[config.mk]
export PLATFORM = sky130hd
export DESIGN_NAME = pipeline_elastic_registers
export DESIGN_NICKNAME = d
export VERILOG_FILES = /design/src/rtl/pipeline_elastic_stage.sv /design/src/rtl/pipeline_elastic_registers.sv
export SDC_FILE = /design/constraint.sdc
export NUM_CORES = 1
export LEC_CHECK = 0
export CAP_MARGIN = 20
export CORE_MARGIN = 3
export CORE_UTILIZATION = 45
export DETAILED_ROUTE_END_ITERATION = 10
export PLACE_DENSITY = 0.67
export SLEW_MARGIN = 20
export SYNTH_ARGS = -nofsm -noshare
export SYNTH_HDL_FRONTEND = slang
export SYNTH_HIERARCHICAL = 1
export SYNTH_SLANG_ARGS = --single-unit
[constraint.sdc]
create_clock -name clk -period 3.5 [get_ports clk]
set_input_delay 0.35 -clock clk [delete_from_list [all_inputs] [get_ports clk]]
set_output_delay 0.35 -clock clk [all_outputs]
set_load 0.005 [all_outputs]
[src/rtl/pipeline_elastic_stage.sv]
// One elastic register slot: holds a valid bit and payload, advancing whenever
// the combinational ready term for this slot is high.
module pipeline_elastic_stage #(
  parameter int BIT_WIDTH  = 10,
  parameter int RESET_DATA = 1
) (
  input  logic                 clk,
  input  logic                 clear,
  input  logic                 ready,
  input  logic                 up_valid,
  input  logic [BIT_WIDTH-1:0] up_data,
  output logic                 valid,
  output logic [BIT_WIDTH-1:0] data
);

  always_ff @(posedge clk) begin
    if (clear) begin
      valid <= 1'b0;
      if (RESET_DATA != 0) data <= '0;
    end else if (ready) begin
      valid <= up_valid;
      // Payload only moves with a real beat, so bubbles never overwrite data.
      if (up_valid) data <= up_data;
    end
  end

endmodule

[src/rtl/pipeline_elastic_registers.sv]
// Elastic valid/ready pipeline of NUMBER_OF_STAGES slots with bubble collapsing,
// backpressure, synchronous flush and an occupancy count.
module pipeline_elastic_registers #(
  parameter  int BIT_WIDTH        = 10,
  parameter  int NUMBER_OF_STAGES = 5,
  parameter  int RESET_DATA       = 1,
  localparam int OCC_W            = (NUMBER_OF_STAGES > 0) ? $clog2(NUMBER_OF_STAGES + 1) : 1
) (
  input  logic                 clk,
  input  logic                 reset,
  input  logic                 flush,
  input  logic                 in_valid,
  output logic                 in_ready,
  input  logic [BIT_WIDTH-1:0] in_data,
  output logic                 out_valid,
  input  logic                 out_ready,
  output logic [BIT_WIDTH-1:0] out_data,
  output logic [OCC_W-1:0]     occupancy
);

  if (NUMBER_OF_STAGES == 0) begin : g_bypass
    logic unused_bypass;
    assign unused_bypass = ^{clk, reset};

    assign out_valid = in_valid & ~flush;
    assign in_ready  = out_ready & ~flush;
    assign out_data  = in_data;
    assign occupancy = '0;
  end else begin : g_pipe
    localparam int unsigned N = NUMBER_OF_STAGES;

    logic                 clear;
    logic [N:0]           vchain;
    logic [BIT_WIDTH-1:0] dchain [N+1];
    logic [N-1:0]         ready;

    assign clear     = reset | flush;
    assign vchain[0] = in_valid;
    assign dchain[0] = in_data;

    for (genvar k = 0; k < N; k++) begin : g_stage
      // Closed form of ready_k = !valid_k | ready_{k+1}: a slot can take a beat
      // unless it and every slot downstream of it are full and the sink stalls.
      assign ready[k] = out_ready | ~(&vchain[N:k+1]);

      pipeline_elastic_stage #(
        .BIT_WIDTH (BIT_WIDTH),
        .RESET_DATA(RESET_DATA)
      ) u_stage (
        .clk     (clk),
        .clear   (clear),
        .ready   (ready[k]),
        .up_valid(vchain[k]),
        .up_data (dchain[k]),
        .valid   (vchain[k+1]),
        .data    (dchain[k+1])
      );
    end

    assign in_ready  = ready[0] & ~clear;
    assign out_valid = vchain[N] & ~clear;
    assign out_data  = dchain[N];

    always_comb begin
      occupancy = '0;
      for (int unsigned i = 1; i <= N; i++) begin
        occupancy = occupancy + OCC_W'(vchain[i]);
      end
    end
  end

endmodule

==> impl_metrics.toml <==
[cells_and_area]
nNetsFinal = 289
final_common_cell = "dfxtp_1"
stdcell_area_um2 = 2980
seqCellArea_um2 = 1100
utilization_pct = 53.4
drive_gt1_share_pct = 24.0
fillers = 521
syn_to_final_growth_pct = 13.2
antenna_cells = 0
final_cell_mix = "dfxtp_1, nand3_1, a21bo_1, a21oi_2, clkdlybuf4s50_1"
multi_input_area_um2 = 1350
final_cells = 343

[global_route]
grt_pass1_vias = 1639
grt_max_degree = 36
busiest_layer = "met2"
grt_pass1_wl_um = 7700
antenna_found_initial = 0
use_met2_pct = 22.1
grt_overflow = 0
grtUsageMet1_pct = 19.4
met3_usage_pct = 4.23
grt_usage_pct = 14.5

[die]
initial_core_util_pct = 47.2
die_width_um = 82.5
die-area_um2 = 6800
core_area_um2 = 5570
rows = 27
die_y_um = 82.5
io_pins = 30

[logic_synthesis]
yosysWarnings = 6
synth_area_um2 = 2630
yosys-top-cells-area = "dfxtp_1, a21bo_1, a21oi_2"
yosysTopAreaCellShare_pct = 41.8
synth_edf_count = 0
synth_seq_area_share_pct = 41.8
syn-instance-count = 254
syn_avg_cell_area_um2 = 10.4
synth_seq_cells = 55
synth_flop_cell = "dfxtp_1"
async_flop_share_pct = 0
synth.largest_area_cell = "dfxtp_1"
yosysUniqueCellTypes = 19
syn_nets = 273

[timing]
finalCritPeriodShare_pct = 81.4
skew_ps = 10.7
slew_viol_final = 0
rsz0062_at_grt = "false"
max_clock_freq_mhz = 351
worstMarginPinSlew_ps = 784
fin_hold_ws_ps = 466
setup_tns_ps = 0
max-slew-margin-rel_pct = 47.6
finalCriticalPeriod_ps = 2850
hold_viol = 0
setup_viol = 0

[route]
vias_per_cell = 5.17
vias = 1775
post-route-drc-count = 0
ant_nets = 0
routed_wl_um = 4310
wl_per_cell_um = 12.6
drtIter0Drc = 61
dr.pass1.iters = 4

[worst_setup_path]
required_ps = 3150
path_class = "reg -> out"
start_kind = "flop"
cp_max_fo = 25
arrival_ps = 2500
cp-end-kind = "primary output"

[clock_network]
postCtsSetupRepairBufs = 0
htree_levels = 2
cts_hold_buf = 0
cts_buffer_depth = 2
cts.sinks = 55
cts_resized = 0
cts_buffers = 5
cts_tree = "yes"
clk_latency_ps = 310
clk_pin_slew_ps = 100
clockRootBuffer = "clkbuf_8"

[power]
irDropWorstVdd_mv = 0.228
p_per_area_nw_per_um2 = 355
leakagePower_nw = 0.975

[hold_path]
hold_class = "reg -> reg"

[placed_design]
dpl_cell_area_um2 = 2880
place_inst = 335
dp_hpwl_um = 2670
place.port_buffers = 29
gp_congestion = 0.634

[job]
max_cap_viol_count = 0

[outcome]
outcome = "complete, no violations"
worst paths after layout:
check | slack [ps] | end | start | depth (start not counted)
worst max-delay path | 650 | occupancy[1] | g_pipe.g_stage[3].u_stage/valid | 5
worst min-delay path | 470 | g_pipe.g_stage[2].u_stage/data[7] | g_pipe.g_stage[1].u_stage/data[7] | 2
worst max register to register | 1320 | g_pipe.g_stage[0].u_stage/data[7] | g_pipe.g_stage[2].u_stage/valid | 4
worst min register to register | 470 | g_pipe.g_stage[2].u_stage/data[7] | g_pipe.g_stage[1].u_stage/data[7] | 2
synthesized netlist by cell type, types with 5 or more instances:
library cell / instances
mux2i_1: 5
a21oi_2: 45
nand3_1: 50
a21bo_1: 45
buf_4: 5
buf_2: 15
a21oi_1: 6
dfxtp_1: 55
nor2_1: 6
a21bo_2: 5
buf_6: 5
state kept, by name, indices dropped and copies added, names as in the netlist:
signal	count
g_pipe.g_stage.u_stage/data	50
g_pipe.g_stage.u_stage/valid	5
layer usage:
layer / share of wire (%) / routed length, um
met4: 0.88 / 38
met3: 3.9 / 169
met1: 52 / 2230
met5: 0 / 0
met2: 43 / 1870
power breakdown:
part	switching (mW)	total (mW)	internal, mW
registers	0.00253	0.632	0.630
logic	0.0310	0.0581	0.0271
clock network	0.204	0.366	0.162
kinds of logic after synthesis:
logic type                 share of synthesized area, %
and+or+nand+nor                                    11.9
DFF                                                41.8
adders and majority gates                          2.47
AOI/OAI and AO/OA                                  35.1
buffers and inverters                              6.70
muxes                                              1.90
critical path: stages (launching register included):
cell	delay [ps]
dfxtp_1	320
buf_4	260
fa_1	470
fa_1	370
ha_1	280
clkdlybuf4s50_1	490
area by class of cell:
type | count | area share [%]
repair buffers | 34 | 11.0
well taps | 72 | 3.02
flip-flops and latches | 55 | 37.0
clock buffers | 6 | 2.77
inverters | 2 | 0.252
clock inverters | 2 | 0.546
multi-input cells | 172 | 45.4
per-stage QoR:
step                      total power, mW  setup slack [ps]
after global routing                 1.10               541
after global placement              0.705               997
after floorplan                     0.681              1630
after detailed placement            0.705               986
final                                1.06               652
after CTS                            1.07               634
No activity file was read; power rests on OpenSTA's default activity.
